## config.mk

```make
export PLATFORM = sky130hd
export DESIGN_NAME = alu_seq
export DESIGN_NICKNAME = d
export VERILOG_FILES = /design/src/rtl/alu_seq_pkg.sv /design/src/rtl/alu_mul_iter.sv /design/src/rtl/alu_seq.sv
export SDC_FILE = /design/constraint.sdc
export NUM_CORES = 1
export LEC_CHECK = 0
export CAP_MARGIN = 20
export CORE_ASPECT_RATIO = 0.5
export CORE_MARGIN = 2
export CORE_UTILIZATION = 60
export DETAILED_ROUTE_END_ITERATION = 8
export GPL_ROUTABILITY_DRIVEN = 0
export PLACE_DENSITY = 0.83
export SETUP_SLACK_MARGIN = 0.2
export SLEW_MARGIN = 10
export SYNTH_ARGS = -nofsm -noshare
export SYNTH_HDL_FRONTEND = slang
export SYNTH_SLANG_ARGS = --single-unit
```

## constraint.sdc

```tcl
create_clock -name clk_i -period 5.05 [get_ports clk_i]
set_input_delay 0.7575 -clock clk_i [delete_from_list [all_inputs] [get_ports clk_i]]
set_output_delay 0.7575 -clock clk_i [all_outputs]
set_load 0.02 [all_outputs]
```

## src/rtl/alu_seq_pkg.sv

```systemverilog
// Shared types for the sequential ALU: operation codes, flag layout and FSM states.
package alu_seq_pkg;

  typedef enum logic [3:0] {
    OpAdd  = 4'd0,
    OpAddc = 4'd1,
    OpSub  = 4'd2,
    OpSubb = 4'd3,
    OpSll  = 4'd4,
    OpSrl  = 4'd5,
    OpSra  = 4'd6,
    OpAnd  = 4'd7,
    OpOr   = 4'd8,
    OpXor  = 4'd9,
    OpNot  = 4'd10,
    OpMul  = 4'd11
  } alu_op_e;

  // Packed so that the flags output reads {C,Z,N,V} from MSB to LSB.
  typedef struct packed {
    logic c;
    logic z;
    logic n;
    logic v;
  } alu_flags_t;

  localparam logic [0:0] StIdle = 1'b0;
  localparam logic [0:0] StBusy = 1'b1;

endpackage

```

## src/rtl/alu_mul_iter.sv

```systemverilog
// Iterative unsigned shift-add multiplier, one multiplier bit per cycle.
module alu_mul_iter #(
  parameter int unsigned WIDTH = 8
) (
  input  logic                 clk_i,
  input  logic                 rst_ni,
  input  logic                 start_i,
  input  logic                 hold_i,
  input  logic [WIDTH-1:0]     a_i,
  input  logic [WIDTH-1:0]     b_i,
  output logic                 done_o,
  output logic [2*WIDTH-1:0]   prod_o
);

  localparam int unsigned CntW = (WIDTH > 1) ? $clog2(WIDTH) : 1;

  logic [WIDTH-1:0]   mcand_q, mcand_d;
  logic [2*WIDTH-1:0] prod_q, prod_d, prod_next;
  logic [CntW-1:0]    cnt_q, cnt_d;
  logic               active_q, active_d;
  logic               fin_q, fin_d;
  logic               last;
  logic [WIDTH:0]     partial;

  assign last    = (cnt_q == CntW'(WIDTH - 1));
  // High half accumulates the multiplicand, then the whole product shifts right.
  assign partial   = {1'b0, prod_q[2*WIDTH-1:WIDTH]} + (prod_q[0] ? {1'b0, mcand_q} : '0);
  assign prod_next = {partial, prod_q[WIDTH-1:1]};

  always_comb begin
    active_d = active_q;
    fin_d    = fin_q;
    cnt_d    = cnt_q;
    prod_d   = prod_q;
    mcand_d  = mcand_q;
    if (start_i) begin
      active_d = 1'b1;
      fin_d    = 1'b0;
      cnt_d    = '0;
      prod_d   = {{WIDTH{1'b0}}, b_i};
      mcand_d  = a_i;
    end else if (active_q && !fin_q) begin
      prod_d = prod_next;
      cnt_d  = cnt_q + 1'b1;
      if (last) begin
        if (hold_i) begin
          fin_d = 1'b1;
        end else begin
          active_d = 1'b0;
        end
      end
    end else if (fin_q && !hold_i) begin
      active_d = 1'b0;
      fin_d    = 1'b0;
    end
  end

  always_ff @(posedge clk_i or negedge rst_ni) begin
    if (!rst_ni) begin
      active_q <= 1'b0;
      fin_q    <= 1'b0;
      cnt_q    <= '0;
      prod_q   <= '0;
      mcand_q  <= '0;
    end else begin
      active_q <= active_d;
      fin_q    <= fin_d;
      cnt_q    <= cnt_d;
      prod_q   <= prod_d;
      mcand_q  <= mcand_d;
    end
  end

  // Final product is offered combinationally on the last iteration, or from the
  // register while the consumer slot is still occupied.
  assign done_o = active_q && (fin_q || last);
  assign prod_o = fin_q ? prod_q : prod_next;

endmodule

```

## src/rtl/alu_seq.sv

```systemverilog
// Registered ALU with valid/ready handshake, persistent C/Z/N/V flags and iterative MUL.
module alu_seq
  import alu_seq_pkg::*;
#(
  parameter int unsigned WIDTH = 8,
  parameter int unsigned SHW   = $clog2(WIDTH) + 1
) (
  input  logic             clk_i,
  input  logic             rst_ni,
  input  logic             in_valid_i,
  output logic             in_ready_o,
  input  logic [3:0]       op_i,
  input  logic [WIDTH-1:0] a_i,
  input  logic [WIDTH-1:0] b_i,
  input  logic             flag_clr_i,
  output logic             out_valid_o,
  input  logic             out_ready_i,
  output logic [WIDTH-1:0] out_o,
  output logic [WIDTH-1:0] out_hi_o,
  output logic [3:0]       flags_o,
  output logic             busy_o
);

  localparam logic [SHW-1:0] ShLimit = SHW'(WIDTH);

  logic [0:0]         state_q, state_d;
  logic [WIDTH-1:0]   out_q, out_d;
  logic [WIDTH-1:0]   out_hi_q, out_hi_d;
  alu_flags_t         flags_q, flags_d;
  logic               out_valid_q, out_valid_d;

  alu_op_e            op;
  alu_flags_t         flags_base, res_flags;
  logic               accept, consume, clr_eff, hold;
  logic               mul_start, mul_done;
  logic [2*WIDTH-1:0] mul_prod;
  logic [WIDTH-1:0]   res;
  logic [WIDTH:0]     arith;
  logic [SHW-1:0]     sh;
  logic               sh_sat;
  logic               op_known;
  logic signed [WIDTH-1:0] sra_res;

  assign op         = alu_op_e'(op_i);
  assign in_ready_o = (state_q == StIdle) && (!out_valid_q || out_ready_i);
  assign accept     = in_valid_i && in_ready_o;
  assign consume    = out_valid_q && out_ready_i;
  assign hold       = out_valid_q && !out_ready_i;
  // A clear is dropped while an unconsumed result must keep its flags stable.
  assign clr_eff    = flag_clr_i && !hold;
  assign flags_base = clr_eff ? '0 : flags_q;
  assign mul_start  = accept && (op == OpMul);

  assign sh      = b_i[SHW-1:0];
  assign sh_sat  = (sh >= ShLimit);
  assign sra_res = $signed(a_i) >>> sh;

  alu_mul_iter #(
    .WIDTH(WIDTH)
  ) u_mul (
    .clk_i  (clk_i),
    .rst_ni (rst_ni),
    .start_i(mul_start),
    .hold_i (hold),
    .a_i    (a_i),
    .b_i    (b_i),
    .done_o (mul_done),
    .prod_o (mul_prod)
  );

  // Single-cycle datapath; C and V default to "unchanged" and "clear" respectively.
  always_comb begin
    res       = '0;
    arith     = '0;
    op_known  = 1'b1;
    res_flags = flags_base;
    res_flags.v = 1'b0;
    case (op)
      OpAdd, OpAddc: begin
        arith = {1'b0, a_i} + {1'b0, b_i} +
                {{WIDTH{1'b0}}, (op == OpAddc) && flags_base.c};
        res = arith[WIDTH-1:0];
        res_flags.c = arith[WIDTH];
        res_flags.v = (a_i[WIDTH-1] == b_i[WIDTH-1]) && (res[WIDTH-1] != a_i[WIDTH-1]);
      end
      OpSub, OpSubb: begin
        arith = {1'b0, a_i} - {1'b0, b_i} -
                {{WIDTH{1'b0}}, (op == OpSubb) && flags_base.c};
        res = arith[WIDTH-1:0];
        res_flags.c = arith[WIDTH];
        res_flags.v = (a_i[WIDTH-1] != b_i[WIDTH-1]) && (res[WIDTH-1] != a_i[WIDTH-1]);
      end
      OpSll:   res = sh_sat ? '0 : (a_i << sh);
      OpSrl:   res = sh_sat ? '0 : (a_i >> sh);
      OpSra:   res = sh_sat ? {WIDTH{a_i[WIDTH-1]}} : sra_res;
      OpAnd:   res = a_i & b_i;
      OpOr:    res = a_i | b_i;
      OpXor:   res = a_i ^ b_i;
      OpNot:   res = ~a_i;
      OpMul:   res = '0;
      default: begin
        res       = '0;
        op_known  = 1'b0;
        res_flags = flags_base;
      end
    endcase
    if (op_known) begin
      res_flags.z = (res == '0);
      res_flags.n = res[WIDTH-1];
    end else begin
      res_flags.z = 1'b1;
    end
  end

  always_comb begin
    state_d     = state_q;
    out_d       = out_q;
    out_hi_d    = out_hi_q;
    flags_d     = flags_q;
    out_valid_d = out_valid_q;
    if (consume) begin
      out_valid_d = 1'b0;
    end
    if (clr_eff) begin
      flags_d = '0;
    end
    unique case (state_q)
      StIdle: begin
        if (accept) begin
          if (op == OpMul) begin
            state_d = StBusy;
          end else begin
            out_d       = res;
            out_hi_d    = '0;
            flags_d     = res_flags;
            out_valid_d = 1'b1;
          end
        end
      end
      StBusy: begin
        if (mul_done && !hold) begin
          out_d       = mul_prod[WIDTH-1:0];
          out_hi_d    = mul_prod[2*WIDTH-1:WIDTH];
          flags_d.c   = |mul_prod[2*WIDTH-1:WIDTH];
          flags_d.z   = (mul_prod[WIDTH-1:0] == '0);
          flags_d.n   = mul_prod[WIDTH-1];
          flags_d.v   = 1'b0;
          out_valid_d = 1'b1;
          state_d     = StIdle;
        end
      end
      default: state_d = StIdle;
    endcase
  end

  always_ff @(posedge clk_i or negedge rst_ni) begin
    if (!rst_ni) begin
      state_q     <= StIdle;
      out_q       <= '0;
      out_hi_q    <= '0;
      flags_q     <= '0;
      out_valid_q <= 1'b0;
    end else begin
      state_q     <= state_d;
      out_q       <= out_d;
      out_hi_q    <= out_hi_d;
      flags_q     <= flags_d;
      out_valid_q <= out_valid_d;
    end
  end

  assign out_o       = out_q;
  assign out_hi_o    = out_hi_q;
  assign flags_o     = flags_q;
  assign out_valid_o = out_valid_q;
  assign busy_o      = (state_q == StBusy);

endmodule

```

After elaboration in Yosys (flattened, before gate mapping)
Cells that the tools add are included.
{ "totals": {"mem_count": 0, "ram_bits": 0, "regBits": 51, "output_inout_bits": 23, "mem_bits_ro": 0, "latch_bits": 0} }
{ "op_classes": {"add_sub_neg": 6, "n_shift": 3, "multipliers": 0, "n_div": 0, "n_eq_ne": 22, "order_cmp": 1, "bitwise": 5, "n_mux": 46, "n_reduce_logical": 33} }
{ "op_table": {"columns": ["op", "count"], "rows": [
  ["two-way mux 8 bit", 10],
  ["one-hot mux 8 bit (9 select lines)", 1],
  ["two-way mux 16 bit", 3],
  ["one-hot mux 8 bit (2 select lines)", 2],
  ["two-way mux 1 bit", 19],
  ["equality test 4 x 3 -> 1 bit, second input constant", 4],
  ["equality test 4 bit, second input constant", 4],
  ["logical NOT 8 bit", 2],
  ["two-way mux 4 bit", 4],
  ["logical AND 1 bit", 14],
  ["OR reduction 12 bit", 1],
  ["adder 8 x 8 -> 9 bit", 1],
  ["adder 8 x 9 -> 9 bit", 1],
  ["adder 9 x 1 -> 9 bit", 1],
  ["AND reduction 3 bit", 3],
  ["subtractor 8 x 8 -> 9 bit", 1],
  ["subtractor 9 x 1 -> 9 bit", 1],
  ["AND 8 bit", 1],
  ["equality test 4 x 2 -> 1 bit, second input constant", 2],
  ["NOT 8 bit", 1],
  ["OR 8 bit", 1],
  ["one-hot mux 4 bit (2 select lines)", 1],
  ["OR reduction 8 bit", 1],
  ["left shift 8 x 4 -> 8 bit", 1],
  ["other kinds (24)", 36]
]} }

Depth between registers and ports, before layout
{ "depth": {"depth_word": 13, "mapped_depth": 14, "ltp_nobuf": 14} }

Hierarchy
From an unflattened synthesis, not the netlist that was laid out.
{ "hier_totals": {"hier_cells": 596, "area_unflattened_um2": 5241.3} }
{ "by_module_without_submodules": {"columns": ["mod", "instances", "area_each_um2", "cells_per_inst", "seq_area_each_um2"], "rows": [
  ["alu_seq", 1, 3354.5, 398, 550.5],
  ["alu_mul_iter", 1, 1886.8, 198, 725.7]
]} }

Worst setup path before layout
No wires, ideal clock.
{ "synth_path": {"path_type": "input port to flip-flop", "start": "in out_ready_i", "end": "reg flags_q (netlist bit flags_o[2])", "arrival_ns": 3.706, "path_slack_ns": 1.277, "path_buffers": 0, "path_stages": 13, "cell_sequence": "nand2b_1 nand2_1 nand2_1 or4_1 fa_1 ha_1 o21ai_0 a211oi_1 a2111oi_1 a31oi_1 nor2_1 a2111oi_4 a41o_1"} }
{ "synth_lines": {"columns": ["item", "line", "text"], "rows": [
  ["start: declaration", "alu_seq.sv:17", "input logic out_ready_i,"],
  ["end signal: assignment", "alu_seq.sv:167", "flags_q <= flags_d;"],
  ["end: declaration", "alu_seq.sv:29", "alu_flags_t flags_q, flags_d;"]
]} }

==> impl_metrics.json <==
{
  "drtIter0Drc": 422,
  "p_comb_share_pct": 53.8,
  "hold_ws_ns": 0.486,
  "postRouteAntennaNets": 0,
  "crit_type": "in2reg",
  "cp_cell_sequence": "clkdlybuf4s50_1 -> nand2b_1 -> nand2_1 -> nand2_1 -> or4_1 -> fa_1 -> ha_1 -> o21ai_0 -> a211oi_1 -> a2111oi_1 -> a31oi_1 -> nor2_1 -> a2111oi_4 -> a41o_1",
  "cts.sinks": 51,
  "post-route-util_pct": 70.3,
  "cp_common_cell": "nand2_1",
  "synthesis.area_um2": 5020,
  "wl_um": 14400,
  "grt.overflow.total": 0,
  "numPlacedInstances": 721,
  "cp_data_required_time_ns": 5.28,
  "std_cell_rows": 23,
  "area_growth_pct": 13.0,
  "critPathCaptureType": "flop",
  "internal_power_mw": 1.31,
  "drive_gt1_share_pct": 8.43,
  "drt_pass1_iterations": 6,
  "max_cap_viol_count": 0,
  "p_sw_mw": 0.996,
  "final-instance-count-excl-fill": 729,
  "num_antenna_cells": 0,
  "tns_ns": 0,
  "clock_path_buffers": 2,
  "dieArea_um2": 9150,
  "report.final.setup_viol": 0,
  "place_area_um2": 5520,
  "yosysWarnings": 0,
  "min_path_type": "reg2reg",
  "netlist_top_cells_area": "dfrtp_1 25%, ha_1 10%, mux2i_1 6.8%",
  "hold_buffers": 0,
  "initial_core_util_pct": 62.3,
  "seqPwrFrac_pct": 31.2,
  "wire_per_inst_um": 19.7,
  "final_area_um2": 5670,
  "grt_util_all_layers_pct": 31.6,
  "yosysTopAreaCell": "dfrtp_1",
  "outcome": "finished, final reports clean",
  "via_per_inst": 6.66,
  "ys.flop_type": "dfrtp_1",
  "switching_share_pct": 43.2,
  "insertion_delay_ns": 0.29,
  "cts_buffers": 5,
  "chipWidth_um": 133,
  "drc": 0,
  "netlist_instances": 585,
  "path_max_fanout": 6,
  "fmax_ghz": 0.229,
  "clockPowerShare_pct": 15.0,
  "cpMaxStageDelayCell": "or4_1",
  "die_h_um": 68.7,
  "critPathLaunchType": "input port",
  "dp_hpwl_um": 10800,
  "vias": 4853,
  "drv_slew": 0,
  "grt_max_degree": 52,
  "num_io_pins": 48,
  "ys_seq_area_share_pct": 25.4,
  "port_buffers": 47,
  "synth-edff-count": 0,
  "yosysMostFrequentCell": "nand2_1",
  "skew_ns": 0.00297,
  "worstMarginPinSlew_ns": 1.04,
  "synth_seq_cells": 51,
  "path_clk_slew_ns": 0.06,
  "tritoncts": "built",
  "antenna_found_initial": 0,
  "max_slew_margin_pct": 30.2,
  "synthArstFlopShare_pct": 100,
  "leakage_nw": 2.41,
  "power_density_nw_per_um2": 407,
  "grt_pass1_vias": 4399,
  "cts_max_level": 2,
  "rsz0062_at_grt": "false",
  "synthTopCellsByCount": "54 x nand2_1, 51 x dfrtp_1, 45 x nor2_1",
  "grt_pass1_wl_um": 22400,
  "ir_drop_mv": 0.233,
  "syn_nets": 656,
  "post_cts_buffers": 0,
  "ys_types": 76,
  "timing_hold_violations_final": 0,
  "synth_top_area_share_pct": 25.4,
  "cp.arrival_ns": 4.59,
  "final.period_utilization_pct": 86.5,
  "clockRootBuffer": "clkbuf_16",
  "layout_min_cycle_time_ns": 4.37,
  "cpPeakStageDelay_ns": 0.51,
  "crit_family": "compound AO/OA/AOI/OAI gates",
  "core_area_um2": 8060,
  "cts.repair.resized": 0,
  "postSynthAreaPerCell_um2": 8.57,
  "layout.nets": 687,
  "crit_buf_inv": 1
}
per-stage QoR:
step	total power, mW	worst slack, ns
2_1_floorplan	1.55	1.28
3_3_place_gp	1.89	0.627
3_5_place_dp	1.94	0.465
4_1_cts	2.29	0.761
5_1_grt	2.45	0.458
6_report	2.31	0.682
path summary, 6_finish.rpt:
| check | from | end | slack, ns | cells after the start |
|---|---|---|---|---|
| max in group asynchronous | rst_ni | u_mul.prod_q[13] | 4.05 | 2 |
| worst min-delay path | u_mul.mcand_q[7] | u_mul.mcand_q[7] | 0.49 | 1 |
| worst max register to register | out_valid_o | flags_o[2] | 1.27 | 13 |
| min in group asynchronous | rst_ni | out_o[0] | 0.56 | 2 |
| worst min register to register | u_mul.mcand_q[7] | u_mul.mcand_q[7] | 0.49 | 1 |
| worst max-delay path | out_ready_i | flags_o[2] | 0.68 | 14 |
cells by family after synthesis:
group,after synthesis,synth area share [%]
xor gates and xnor gates,19,3.32
and+or+nand+nor,188,18.7
buffers and inverters,64,6.01
AOI/OAI and AO/OA,166,22.6
adders and majority gates,46,12.2
muxes,51,11.7
DFF,51,25.4
final cells by class:
cell class / count / area [µm²]
multi-input cells: 470 / 3440
fillers: 620 / 2390
flip-flops and latches: 51 / 1280
repair buffers: 58 / 548
clock buffers: 7 / 143
well taps: 112 / 140
inverters: 30 / 113
clock inverters: 1 / 8.76
routing by layer:
layer / global-route usage [%] / up-vias / wire, µm
li1: - / 2208 / -
met1: 41.2 / 2340 / 6120
met2: 56.7 / 268 / 6820
met3: 4.31 / 37 / 1170
met4: 8.91 / 0 / 248
met5: 0 / - / 0
cell usage in the layout (no fill, tap or decap), types with 3 or more instances in the layout:
| cell type | instances |
|---|---|
| nor3_1 | 16 |
| or2_1 | 3 |
| o31ai_1 | 4 |
| clkdlybuf4s50_1 | 46 |
| or2_2 | 3 |
| inv_1 | 29 |
| buf_4 | 11 |
| fa_1 | 5 |
| o2bb2ai_1 | 3 |
| a31oi_1 | 8 |
| nand4_1 | 6 |
| a22o_1 | 4 |
| a211oi_1 | 11 |
| ha_1 | 41 |
| o21ai_0 | 31 |
| mux4_2 | 5 |
| mux2i_1 | 34 |
| o22ai_1 | 6 |
| a21o_1 | 5 |
| xnor2_1 | 12 |
| clkbuf_16 | 5 |
| and3b_1 | 3 |
| and2_1 | 11 |
| o211ai_1 | 5 |
| dfrtp_1 | 51 |
| or3_1 | 3 |
| o21ai_1 | 4 |
| nor2b_1 | 10 |
| nand2_1 | 54 |
| nand3_1 | 15 |
| mux2_2 | 11 |
| nor3b_1 | 3 |
| nor2_1 | 45 |
| xor2_1 | 7 |
| nand2b_1 | 7 |
| a22oi_1 | 9 |
| a21oi_1 | 43 |
state kept, by name, summed over array words and instances (netlist names):
| signal | cells |
|---|---|
| busy_o | 1 |
| flags_o | 4 |
| out_hi_o | 8 |
| out_o | 8 |
| out_valid_o | 1 |
| u_mul.active_q | 1 |
| u_mul.cnt_q | 3 |
| u_mul.fin_q | 1 |
| u_mul.mcand_q | 8 |
| u_mul.prod_q | 16 |
power groups by stage:
stage | sequential [mW] | combinational, mW | clock, mW
final | 0.719 | 1.24 | 0.346
after global routing | 0.736 | 1.35 | 0.366
after CTS | 0.714 | 1.23 | 0.348
after detailed placement | 0.722 | 1.22 | 0
after global placement | 0.714 | 1.18 | 0
after floorplan | 0.727 | 0.826 | 0
Power figures use the tool's default switching activity.
